File: src/rtl/pipe_share_pkg.sv
// Shared constants and types for the two-requester shared arithmetic pipeline.
package pipe_share_pkg;

    localparam int N_DEF     = 10;
    localparam int TAG_W_DEF = 1;
    localparam int STAGES    = 3;

    localparam logic [TAG_W_DEF-1:0] TAG_REQ0 = 1'b0;
    localparam logic [TAG_W_DEF-1:0] TAG_REQ1 = 1'b1;

    // Round-robin pointer: names the requester holding priority.
    typedef enum logic {
        REQ0 = 1'b0,
        REQ1 = 1'b1
    } req_sel_e;

endpackage

File: src/rtl/pipe_share_dp.sv
// Three-stage datapath computing f = ((a+b)+(c-d))*d mod 2^N, with valid/tag shift.
module pipe_share_dp
    import pipe_share_pkg::*;
#(
    parameter int N     = N_DEF,
    parameter int TAG_W = TAG_W_DEF
) (
    input  logic             clk,
    input  logic             rst,
    input  logic             en,
    input  logic             flush,
    input  logic             in_valid,
    input  logic [TAG_W-1:0] in_tag,
    input  logic [N-1:0]     a,
    input  logic [N-1:0]     b,
    input  logic [N-1:0]     c,
    input  logic [N-1:0]     d,
    output logic             out_valid,
    output logic [TAG_W-1:0] out_tag,
    output logic [N-1:0]     out_f,
    output logic             busy
);

    logic [STAGES-1:0] v_q, v_d;
    logic [TAG_W-1:0]  tag1_q, tag2_q, tag3_q;
    logic [N-1:0]      x1_q, x2_q, d1_q;
    logic [N-1:0]      x3_q, d2_q;
    logic [N-1:0]      f_q;
    logic [N-1:0]      x1_d, x2_d, x3_d, f_d;

    // All arithmetic lands in N-bit targets, so carries and borrows wrap mod 2^N.
    assign x1_d = a + b;
    assign x2_d = c - d;
    assign x3_d = x1_q + x2_q;
    assign f_d  = x3_q * d2_q;

    // Flush wins over a stall: in-flight ops are dropped even when en is low.
    always_comb begin
        v_d = v_q;
        if (flush) begin
            v_d = '0;
        end else if (en) begin
            v_d = {v_q[STAGES-2:0], in_valid};
        end
    end

    // NOTE: sequential state uses non-blocking assignments so every stage samples
    // the previous stage's pre-edge value; blocking here would collapse the pipe.
    always_ff @(posedge clk or posedge rst) begin
        if (rst) begin
            v_q <= '0;
        end else begin
            v_q <= v_d;
        end
    end

    // NOTE: data registers are reset too, so out_f/out_tag read as zero out of reset
    // instead of whatever the flops powered up with.
    always_ff @(posedge clk or posedge rst) begin
        if (rst) begin
            x1_q   <= '0;
            x2_q   <= '0;
            d1_q   <= '0;
            tag1_q <= '0;
            x3_q   <= '0;
            d2_q   <= '0;
            tag2_q <= '0;
            f_q    <= '0;
            tag3_q <= '0;
        end else if (en) begin
            x1_q   <= x1_d;
            x2_q   <= x2_d;
            d1_q   <= d;
            tag1_q <= in_tag;
            x3_q   <= x3_d;
            d2_q   <= d1_q;
            tag2_q <= tag1_q;
            f_q    <= f_d;
            tag3_q <= tag2_q;
        end
    end

    assign out_valid = v_q[STAGES-1];
    assign out_tag   = tag3_q;
    assign out_f     = f_q;
    assign busy      = |v_q;

endmodule

File: src/rtl/pipe_share_ctrl.sv
// Round-robin sharing of one arithmetic pipeline between two requesters, with global stall.
module pipe_share_ctrl
    import pipe_share_pkg::*;
#(
    parameter int N     = N_DEF,
    parameter int TAG_W = TAG_W_DEF
) (
    input  logic             clk,
    input  logic             rst,
    input  logic             flush,
    input  logic             req0_valid,
    output logic             req0_ready,
    input  logic [N-1:0]     req0_a,
    input  logic [N-1:0]     req0_b,
    input  logic [N-1:0]     req0_c,
    input  logic [N-1:0]     req0_d,
    input  logic             req1_valid,
    output logic             req1_ready,
    input  logic [N-1:0]     req1_a,
    input  logic [N-1:0]     req1_b,
    input  logic [N-1:0]     req1_c,
    input  logic [N-1:0]     req1_d,
    output logic             out_valid,
    input  logic             out_ready,
    output logic [TAG_W-1:0] out_tag,
    output logic [N-1:0]     out_f,
    output logic             busy
);

    req_sel_e         rr_q, rr_d;
    logic             stall, advance;
    logic             grant0, grant1, issue;
    logic [TAG_W-1:0] sel_tag;
    logic [N-1:0]     sel_a, sel_b, sel_c, sel_d;

    assign stall   = out_valid & ~out_ready;
    assign advance = ~stall;

    // rst gates the grants so both readies read low while reset is held.
    assign grant0 = ~rst & req0_valid & advance & ~flush & ((rr_q == REQ0) | ~req1_valid);
    assign grant1 = ~rst & req1_valid & advance & ~flush & ((rr_q == REQ1) | ~req0_valid);
    assign issue  = grant0 | grant1;

    assign req0_ready = grant0;
    assign req1_ready = grant1;

    // NOTE: every always_comb output gets a default first, so no path leaves a
    // signal unassigned and no latch is inferred.
    always_comb begin
        rr_d = rr_q;
        if (grant0) begin
            rr_d = REQ1;
        end else if (grant1) begin
            rr_d = REQ0;
        end
    end

    always_ff @(posedge clk or posedge rst) begin
        if (rst) begin
            rr_q <= REQ0;
        end else begin
            rr_q <= rr_d;
        end
    end

    always_comb begin
        sel_tag = TAG_W'(TAG_REQ0);
        sel_a   = req0_a;
        sel_b   = req0_b;
        sel_c   = req0_c;
        sel_d   = req0_d;
        if (grant1) begin
            sel_tag = TAG_W'(TAG_REQ1);
            sel_a   = req1_a;
            sel_b   = req1_b;
            sel_c   = req1_c;
            sel_d   = req1_d;
        end
    end

    pipe_share_dp #(
        .N     (N),
        .TAG_W (TAG_W)
    ) u_dp (
        .clk       (clk),
        .rst       (rst),
        .en        (advance),
        .flush     (flush),
        .in_valid  (issue),
        .in_tag    (sel_tag),
        .a         (sel_a),
        .b         (sel_b),
        .c         (sel_c),
        .d         (sel_d),
        .out_valid (out_valid),
        .out_tag   (out_tag),
        .out_f     (out_f),
        .busy      (busy)
    );

endmodule

File: config.mk
export PLATFORM = sky130hd
export DESIGN_NAME = pipe_share_ctrl
export DESIGN_NICKNAME = d
export VERILOG_FILES = /design/src/rtl/pipe_share_pkg.sv /design/src/rtl/pipe_share_dp.sv /design/src/rtl/pipe_share_ctrl.sv
export SDC_FILE = /design/constraint.sdc
export NUM_CORES = 1
export LEC_CHECK = 0
export CAP_MARGIN = 20
export CORE_MARGIN = 2
export CORE_UTILIZATION = 41
export CTS_BUF_LIST = sky130_fd_sc_hd__clkbuf_2
export DETAILED_ROUTE_END_ITERATION = 8
export GPL_ROUTABILITY_DRIVEN = 0
export GPL_TIMING_DRIVEN = 0
export PLACE_DENSITY_LB_ADDON = 0.05
export SKIP_CTS_REPAIR_TIMING = 1
export SYNTH_ARGS = -nofsm -noshare
export SYNTH_HDL_FRONTEND = slang
export SYNTH_HIERARCHICAL = 1
export SYNTH_SLANG_ARGS = --single-unit
export TNS_END_PERCENT = 10
File: constraint.sdc
create_clock -name clk -period 5.5 [get_ports clk]
set_clock_uncertainty 0.15 [all_clocks]
set_input_delay 0.55 -clock clk [delete_from_list [all_inputs] [get_ports clk]]
set_output_delay 0.55 -clock clk [all_outputs]
set_load 0.005 [all_outputs]
==> results of run 1 <==
## final cells by class
cell class	count	area share (%)
multi-input cells	418	53.7
well taps	180	3.15
repair buffers	100	14.0
inverters	62	3.29
clock buffers	9	0.630
flip-flops and latches	67	23.5
plain buffers	21	1.63
clock inverters	2	0.123
## worst reg2reg max path, stage by stage (launching register included)
cell,delay [ns]
dfrtp_1,0.34
buf_2,0.20
nand2_1,0.11
fa_1,0.54
inv_1,0.05
fa_1,0.50
inv_1,0.05
fa_1,0.52
inv_1,0.05
fa_1,0.47
inv_1,0.05
fa_1,0.37
xnor2_1,0.15
xnor2_1,0.27
xnor2_1,0.17
xnor3_1,0.47
xnor2_1,0.15
mux2_4,0.26
## state kept, by name (all words and copies together), names as in the netlist
name / cells
rr_q: 1
u_dp/d1_q: 10
u_dp/d2_q: 10
u_dp/out_f: 10
u_dp/out_tag: 1
u_dp/tag1_q: 1
u_dp/tag2_q: 1
u_dp/v_q: 3
u_dp/x1_q: 10
u_dp/x2_q: 10
u_dp/x3_q: 10
## power by group
group          total, mW  internal, mW  switching (mW)  leakage [nW]
Combinational       3.10          1.67            1.43          2.59
Clock              0.213        0.0452           0.167        0.0429
Sequential         0.768         0.654           0.115         0.794
Total               4.09          2.37            1.71          3.42
## path summary, 6_finish.rpt
kind | slack, ns | cells past startpoint | to | startpoint
worst max-delay path | 0.57 | 17 | u_dp/out_f[9]$_DFFE_PP0P_ | u_dp/d2_q[1]$_DFFE_PP0P_
worst min-delay path | 0.12 | 2 | rr_q$_DFFE_PP0P_ | rst
worst max register to register | 0.57 | 17 | u_dp/out_f[9]$_DFFE_PP0P_ | u_dp/d2_q[1]$_DFFE_PP0P_
worst min register to register | 0.38 | 1 | u_dp/d2_q[0]$_DFFE_PP0P_ | u_dp/d1_q[0]$_DFFE_PP0P_
max in group asynchronous | 4.16 | 2 | u_dp/d1_q[2]$_DFFE_PP0P_ | rst
min in group clk | 0.38 | 1 | u_dp/d2_q[0]$_DFFE_PP0P_ | u_dp/d1_q[0]$_DFFE_PP0P_
## layer usage
metal  vias to the layer above  part of all wire, %  wire, um
li1                       2155                    -         -
met1                      2136                   45      5810
met2                        67                   50      6480
met3                        16                  2.7       350
met4                         0                  1.6       212
met5                         -                    0         0
## synth_stat cells (5+ instances only)
cell      instances  area (um^2)
dfrtp_1          67         1680
xnor2_1          30          263
ha_1             51          638
and2_1           15         93.8
a21oi_1          22          110
inv_1            62          233
o21ai_0           6         30.0
fa_1             25          500
mux2_2           42          473
nand3_1           5         25.0
clkbuf_1          9         33.8
nor3_1            8         40.0
nor2_1           32          120
nor2b_1           5         31.3
o21ai_1          10         50.1
o21a_1            7         52.6
o31ai_1           5         37.5
a21o_1            7         52.6
mux2_4           40          601
nand2_1          51          191
## cells by family (layout without fill, tap and decap cells)
kind of cell / after synthesis / in the layout / share of synthesized area [%]
AND/OR/NAND/NOR: 136 / 136 / 11.1
XOR/XNOR: 36 / 36 / 5.98
buffers and inverters: 83 / 194 / 5.95
adder cells (fa/ha/maj): 76 / 76 / 19.4
multiplexers: 86 / 86 / 19.0
flip-flops: 67 / 67 / 28.6
AO/OA/AOI/OAI: 84 / 84 / 9.97
==> impl_metrics.yaml, run 1 <==
outcome:
  run_status: "finished clean"
die:
  die-height_um: 124
  core_area_mm2: 0.0139
  ios: 101
  start_util_pct: 42.1
  rows: 43
  die_width_um: 124
  dieArea_mm2: 0.0153
setup_path:
  crit_chain: "buf_2 > nand2_1 > fa_1 > inv_1 > fa_1 > inv_1 > fa_1 > inv_1 > fa_1 > inv_1 > fa_1 > xnor2_1 > xnor2_1 > xnor2_1 > xnor3_1 > xnor2_1 > mux2_4"
  critical_path.startpoint_type: "flop"
  path_max_fanout: 10
  crit_required_ns: 5.80
  cp.arrival_ns: 5.22
  gate_family_responsible_for_the_most_delay_along_the_worst_path: "adder cells"
  critical_path.endpoint_type: "flop"
  critical-path-max-stage-delay_ns: 0.54
  cp_slowest_cell: "fa_1"
  crit_type: "reg2reg"
  critical_path_buf_inv_count: 5
  crit_path_frequent_cell: "fa_1"
final_layout:
  final_area_mm2: 0.00714
  mostFrequentLayoutCells: "100 x clkdlybuf4s50_1, 67 x dfrtp_1, 61 x inv_1"
  layout-area-overhead-vs-synth_pct: 21.9
  mostFrequentLayoutCell: "clkdlybuf4s50_1"
  insertedDiodeCount: 0
  post-route-util_pct: 51.3
  multiInputGateArea_mm2: 0.00384
  fillerInstances: 1346
  register_area_mm2: 0.00168
  post_route_cells_drive_above_1_share_pct: 16.3
  finalNonFillerCells: 859
  finalNetCount: 841
clock_tree:
  cts_inserted_buffers: 9
  clk_root_buffer_cell: "clkbuf_2"
  cts_max_path_buffers: 2
  tritoncts: "done"
  cts_num_sinks: 67
  clkSlewWorstSetupHoldPaths_ns: 0.17
  ctsHtreeMaxLevel: 3
  clock_insertion_delay_worst_skew_ns: 0.54
synthesis:
  syn_area_mm2: 0.00586
  synth.yosys.warnings: 6
  postSynth.asyncResetShare_pct: 100
  yosys_register_bits: 67
  synth.lib_cells_used.distinct: 55
  synth_enable_flop_cells: 0
  syn_inst: 568
  syn-num-nets: 730
  synth_top_flop_cell: "dfrtp_1"
  syn_avg_cell_area_um2: 10.3
  sequential_area_share_after_synthesis_pct: 28.6
route:
  route.final.wire_length_um: 12900
  route.detailed.drc: 0
  first_pass_iters: 5
  vias: 4374
  first_iter_violations: 206
  detail_route.wl_per_cell_um: 15.0
  drtAntennaViolNets: 0
  vias_per_cell: 5.09
global_routing:
  gr-usage-met1_pct: 23.7
  grt_antenna_before_repair: 0
  globalRouteMet3Util_pct: 2.61
  first_global_vias: 4540
  grt_pass1_wl_um: 21800
  globalRoute.totalOverflow: 0
  pin_count_of_the_biggest_net_entering_global_routing: 67
  met2_capacity_usage_during_global_routing_pct: 31.9
  grt_most_used_layer: "met2"
  globalRouteTotalUtil_pct: 18.5
sta:
  timing.final.crit_share_pct: 89.6
  final.min_clock_period_ns: 4.93
  achievable-frequency_mhz: 203
  rsz0062_at_grt: "no"
  finalSetupViolCount: 0
  final_max_slew_viol_count: 0
  slew_headroom_pct: 44.0
  postLayoutSetupSlackWorst_ns: 0.573
  tightest_slew_ns: 0.840
  hold_viol: 0
  whs_ns: 0.120
  setup_total_negative_slack_ns: 0
power:
  vdd.ir_drop.worst_v: 0.000409
  leakagePower_nw: 3.42
  p_per_area_mw_per_mm2: 572
  finalPower_mw: 4.09
placement:
  io_buffers: 100
  dpl_cell_area_mm2: 0.00709
  dpl.cell_count: 848
  pre_cts_ws_ns: 0.563
  dpl.hpwl_um: 10400
flow_run:
  maximum_capacitance_violations: 0
hold_path:
  hp-class: "in2async"
Power figures use the tool's default switching activity.
==> run 2, diff against run 1 <==
--- a/config.mk
+++ b/config.mk
@@ -6,12 +6,13 @@
 export NUM_CORES = 1
 export LEC_CHECK = 0
 export CAP_MARGIN = 20
-export CORE_MARGIN = 2
+export CORE_MARGIN = 8
 export CORE_UTILIZATION = 41
 export CTS_BUF_LIST = sky130_fd_sc_hd__clkbuf_2
 export DETAILED_ROUTE_END_ITERATION = 8
 export GPL_ROUTABILITY_DRIVEN = 0
 export GPL_TIMING_DRIVEN = 0
+export MAX_ROUTING_LAYER = met4
 export PLACE_DENSITY_LB_ADDON = 0.05
 export SKIP_CTS_REPAIR_TIMING = 1
 export SYNTH_ARGS = -nofsm -noshare
==> run 2 against run 1 <==
Effect of this change: worst setup slack worse by 0.025 ns; clock power is 11% higher; core utilization is 0.15 points higher; final area is 0.30% higher; total power is 0.60% higher; fmax is 0.50% lower; flip-flop and latch count stayed put; global-route usage is 2.8 points lower; final cell count is 0.58% higher; critical path depth stayed put; sequential share of layout area is 0.070 points lower.
==> impl_metrics.yaml, run 2 (synthesis results as in run 1) <==
sta:
  timing.final.crit_share_pct: 90.0
  tightest_slew_ns: 0.847
  finalSetupViolCount: 0
  hold_viol: 0
  final.min_clock_period_ns: 4.95
  slew_headroom_pct: 43.5
  achievable-frequency_mhz: 202
  final_max_slew_viol_count: 0
  setup_total_negative_slack_ns: 0
  rsz0062_at_grt: "no"
hold_path:
  hp-class: "in2async"
placement:
  io_buffers: 100
  dpl.cell_count: 848
  dpl.hpwl_um: 11000
die:
  die-height_um: 136
  start_util_pct: 42.1
  die_width_um: 136
  dieArea_mm2: 0.0184
  ios: 101
  rows: 43
  core_area_mm2: 0.0139
setup_path:
  critical_path.endpoint_type: "flop"
  path_max_fanout: 10
  crit_type: "reg2reg"
  crit_required_ns: 5.82
  setup.reg_to_reg.worst_slack_ns: 0.55
  cp_slowest_cell: "fa_1"
  r2r_cells: 17
  cp.arrival_ns: 5.28
  crit_chain: "buf_2 > nand2_1 > fa_1 > inv_1 > fa_1 > inv_1 > fa_1 > inv_1 > fa_1 > inv_1 > fa_1 > xnor2_1 > xnor2_1 > xnor2_1 > xnor3_1 > xnor2_1 > mux2_4"
  critical_path.startpoint_type: "flop"
  critical-path-max-stage-delay_ns: 0.53
  crit_path_frequent_cell: "fa_1"
final_layout:
  finalNonFillerCells: 864
  mostFrequentLayoutCell: "clkdlybuf4s50_1"
  insertedDiodeCount: 0
  layout-area-overhead-vs-synth_pct: 22.2
  mostFrequentLayoutCells: "100 x clkdlybuf4s50_1, 67 x dfrtp_1, 61 x inv_1"
  post_route_cells_drive_above_1_share_pct: 16.5
  multiInputGateArea_mm2: 0.00384
  finalNetCount: 841
  register_area_mm2: 0.00168
  fillerInstances: 1320
global_routing:
  grt_antenna_before_repair: 0
  globalRoute.totalOverflow: 0
  pin_count_of_the_biggest_net_entering_global_routing: 67
  globalRouteTotalUtil_pct: 15.7
  first_global_vias: 4636
  grt_pass1_wl_um: 22300
clock_tree:
  clock_insertion_delay_worst_skew_ns: 0.55
  cts_max_path_buffers: 2
  cts_inserted_buffers: 9
  cts_num_sinks: 67
  ctsHtreeMaxLevel: 3
  tritoncts: "done"
  clkSlewWorstSetupHoldPaths_ns: 0.21
  clk_root_buffer_cell: "clkbuf_2"
flow_run:
  maximum_capacitance_violations: 0
route:
  vias_per_cell: 5.02
  first_iter_violations: 188
  route.detailed.drc: 0
  drtAntennaViolNets: 0
  first_pass_iters: 4
  detail_route.wl_per_cell_um: 15.6
  vias: 4333
  route.final.wire_length_um: 13500
power:
  net-switching-power_mw: 1.73
  leakagePower_nw: 3.44
  p_per_area_mw_per_mm2: 574
  power_frac_comb_pct: 75.5
  p_int_mw: 2.38
  vdd.ir_drop.worst_v: 0.000306
  switching_share_pct: 42.1
  clkPwrFrac_pct: 5.8
  seqPwrFrac_pct: 18.7
outcome:
  run_status: "finished clean"
-- run 2: worst paths after layout --
| check | from | endpoint |
|---|---|---|
| worst max-delay path | u_dp/d2_q[1]$_DFFE_PP0P_ | u_dp/out_f[9]$_DFFE_PP0P_ |
| worst min-delay path | rst | rr_q$_DFFE_PP0P_ |
| worst max register to register | u_dp/d2_q[1]$_DFFE_PP0P_ | u_dp/out_f[9]$_DFFE_PP0P_ |
| worst min register to register | u_dp/d1_q[1]$_DFFE_PP0P_ | u_dp/d2_q[1]$_DFFE_PP0P_ |
| max in group asynchronous | rst | u_dp/x2_q[8]$_DFFE_PP0P_ |
| min in group clk | u_dp/d1_q[1]$_DFFE_PP0P_ | u_dp/d2_q[1]$_DFFE_PP0P_ |
-- run 2: cell type report --
class	instances	area share, %
multi-input cells	418	53.5
flip-flops and latches	67	23.4
repair buffers	100	14.0
inverters	62	3.28
well taps	180	3.14
plain buffers	21	1.62
clock buffers	11	0.768
clock inverters	5	0.279
-- run 2: power groups by stage --
stage / clock (mW) / combinational [mW] / sequential (mW)
after floorplan: 0 / 2.48 / 0.737
after global placement: 0 / 3.07 / 0.779
after detailed placement: 0 / 3.15 / 0.784
after CTS: 0.249 / 3.17 / 0.772
after global routing: 0.267 / 3.53 / 0.789
final: 0.237 / 3.10 / 0.770
-- run 2: layer usage --
layer	global-route usage, %	share of wire, %	vias to the layer above
met5	-	0	-
met4	4.26	0.98	0
met3	2.63	2.4	10
met2	26.9	51	67
met1	18.5	45	2100
li1	-	-	2156
-- run 2: critical path, delay by kind of cell, from the launching register on --
family / cells / cell delay, ns
xor+xnor: 5 / 1.20
fa+ha+maj: 5 / 2.40
buf+inv: 5 / 0.40
flops: 1 / 0.36
mux: 1 / 0.25
simple gates: 1 / 0.11
-- run 2: stage by stage --
stage | hold slack, ns | power, mW | util [%] | area (um^2) | setup WS [ns]
4_1_cts | 0.0929 | 4.19 | 51.4 | 7170 | 0.546
5_1_grt | 0.105 | 4.58 | 51.4 | 7170 | 0.351
6_report | 0.138 | 4.11 | 51.4 | 7170 | 0.548
2_1_floorplan | 0.129 | 3.21 | - | 5860 | 0.914
3_5_place_dp | 0.344 | 3.94 | 50.9 | 7090 | 0.580
3_3_place_gp | 0.336 | 3.85 | 50.9 | 7090 | 0.578
==> run 3, diff against run 2 <==
--- a/config.mk
+++ b/config.mk
@@ -5,8 +5,8 @@
 export SDC_FILE = /design/constraint.sdc
 export NUM_CORES = 1
 export LEC_CHECK = 0
-export CAP_MARGIN = 20
-export CORE_MARGIN = 8
+export CORE_ASPECT_RATIO = 0.6
+export CORE_MARGIN = 4
 export CORE_UTILIZATION = 41
 export CTS_BUF_LIST = sky130_fd_sc_hd__clkbuf_2
 export DETAILED_ROUTE_END_ITERATION = 8
==> run 3 against run 2 <==
Effect of this change: sequential power grew 0.9%; critical path depth down 1; register-to-register slack worse by 0.09 ns; final area increased by 0.63%; global-route usage rose by 3.6 points; highest routed layer unchanged.
==> impl_metrics.yaml, run 3 (synthesis results as in run 1) <==
outcome:
  run_status: "finished clean"
setup_path:
  cp_slowest_cell: "dfrtp_1"
  critical-path-max-stage-delay_ns: 0.65
  r2r_cells: 16
  crit_path_frequent_cell: "fa_1"
  path_max_fanout: 8
  critical_path.startpoint_type: "flop"
  cp.arrival_ns: 5.30
  rr_endpoint: "u_dp/out_f[9]$_DFFE_PP0P_"
  crit_type: "reg2reg"
  critical_path.endpoint_type: "flop"
  critical_path.reg2reg.startpoint: "u_dp/d2_q[3]$_DFFE_PP0P_"
  crit_chain: "nand2_1 > fa_1 > inv_1 > fa_1 > inv_1 > fa_1 > inv_1 > fa_1 > inv_1 > fa_1 > xnor2_1 > xnor2_1 > xnor2_1 > xnor3_1 > xnor2_1 > mux2_4"
  worstSetupStartpoint: "u_dp/d2_q[3]$_DFFE_PP0P_"
  setup.reg_to_reg.worst_slack_ns: 0.46
  crit_required_ns: 5.76
power:
  leakagePower_nw: 3.44
  p_per_area_mw_per_mm2: 591
  vdd.ir_drop.worst_v: 0.000455
sta:
  final.min_clock_period_ns: 5.04
  postLayoutSetupSlackWorst_ns: 0.462
  tightest_slew_ns: 0.907
  finalSetupViolCount: 0
  slew_headroom_pct: 39.5
  setup_total_negative_slack_ns: 0
  hold_viol: 0
  timing.final.crit_share_pct: 91.6
  final_max_slew_viol_count: 0
  rsz0062_at_grt: "no"
  achievable-frequency_mhz: 199
final_layout:
  fillerInstances: 1223
  mostFrequentLayoutCell: "clkdlybuf4s50_1"
  mostFrequentLayoutCells: "100 x clkdlybuf4s50_1, 67 x dfrtp_1, 61 x inv_1"
  finalNonFillerCells: 876
  insertedDiodeCount: 0
  post_route_cells_drive_above_1_share_pct: 17.1
  layout-area-overhead-vs-synth_pct: 23.0
  register_area_mm2: 0.00168
  finalNetCount: 841
  multiInputGateArea_mm2: 0.00384
  post-route-util_pct: 52.1
clock_tree:
  clk_root_buffer_cell: "clkbuf_2"
  cts_num_sinks: 67
  ctsHtreeMaxLevel: 3
  clock_insertion_delay_worst_skew_ns: 0.52
  cts_max_path_buffers: 2
  cts_inserted_buffers: 9
  tritoncts: "done"
  clkSlewWorstSetupHoldPaths_ns: 0.25
global_routing:
  globalRoute.totalOverflow: 0
  grt_antenna_before_repair: 0
  grt_pass1_wl_um: 23900
  first_global_vias: 4482
  pin_count_of_the_biggest_net_entering_global_routing: 67
  globalRouteTotalUtil_pct: 19.3
placement:
  pre_cts_ws_ns: 0.551
  dpl.cell_count: 860
  io_buffers: 100
  dpl.hpwl_um: 11900
hold_path:
  hp-class: "in2async"
die:
  dieArea_mm2: 0.0163
  die-height_um: 101
  rows: 33
  ios: 101
  core_area_mm2: 0.0138
  die_width_um: 162
  start_util_pct: 42.4
route:
  vias: 4469
  vias_per_cell: 5.10
  first_pass_iters: 6
  drtAntennaViolNets: 0
  detail_route.wl_per_cell_um: 16.7
  route.final.wire_length_um: 14700
  route.detailed.drc: 0
  first_iter_violations: 282
flow_run:
  maximum_capacitance_violations: 0
==> run 3: changes by cell type in the layout (fill, tap and decap cells not counted) <==
cell | previous run | this run
clkinvlp_4 | 0 | 3
clkbuf_2 | 11 | 9
inv_8 | 0 | 1
clkinv_2 | 1 | 0
inv_6 | 0 | 3
clkinv_1 | 4 | 0
==> run 3: per-stage QoR <==
stage,hold slack [ns],instance area [um^2],power [mW]
after floorplan,0.129,5860,3.21
after global placement,0.335,7100,3.88
after detailed placement,0.345,7110,3.97
after CTS,0.0978,7210,4.29
after global routing,0.0908,7210,4.73
final,0.148,7210,4.26
==> run 3: worst max path at each step <==
| stage | to | slack, ns | depth (start not counted) |
|---|---|---|---|
| 3_3_place_gp | u_dp/out_f[9]$_DFFE_PP0P_ | 0.53 | 17 |
| 2_1_floorplan | u_dp/out_f[9]$_DFFE_PP0P_ | 0.91 | 17 |
| 4_1_cts | u_dp/out_f[9]$_DFFE_PP0P_ | 0.47 | 17 |
| 5_1_grt | u_dp/out_f[9]$_DFFE_PP0P_ | 0.26 | 17 |
| 3_5_place_dp | u_dp/out_f[9]$_DFFE_PP0P_ | 0.55 | 17 |
| 6_report | u_dp/out_f[9]$_DFFE_PP0P_ | 0.46 | 16 |
==> run 3: report_power, final <==
part           total [mW]  internal [mW]  switching [mW]  leakage, nW
Clock               0.280         0.0673           0.213       0.0575
Combinational        3.21           1.69            1.52         2.59
Sequential          0.777          0.653           0.124        0.794
Total                4.26           2.41            1.85         3.44
==> run 3: cell type report <==
class,count,area share [%]
plain buffers,21,1.61
clock buffers,9,0.625
clock inverters,7,0.833
inverters,62,3.26
multi-input cells,418,53.2
flip-flops and latches,67,23.3
well taps,192,3.33
repair buffers,100,13.9
==> run 3: worst max-delay path: cells and delay by family, from the launching register on <==
family                   cells  cell delay [ns]
adder cells (fa/ha/maj)      5             2.37
XOR/XNOR                     5             1.16
flip-flops                   1             0.65
multiplexers                 1             0.25
buffers and inverters        4             0.20
AND/OR/NAND/NOR              1             0.12
==> run 3: per-layer routing <==
layer	global-route usage (%)	vias up	part of all wire, %
li1	-	2153	-
met1	30.4	2170	54
met2	26.1	140	40
met3	3.68	6	6.0
met4	2.14	0	0.42
met5	-	-	0
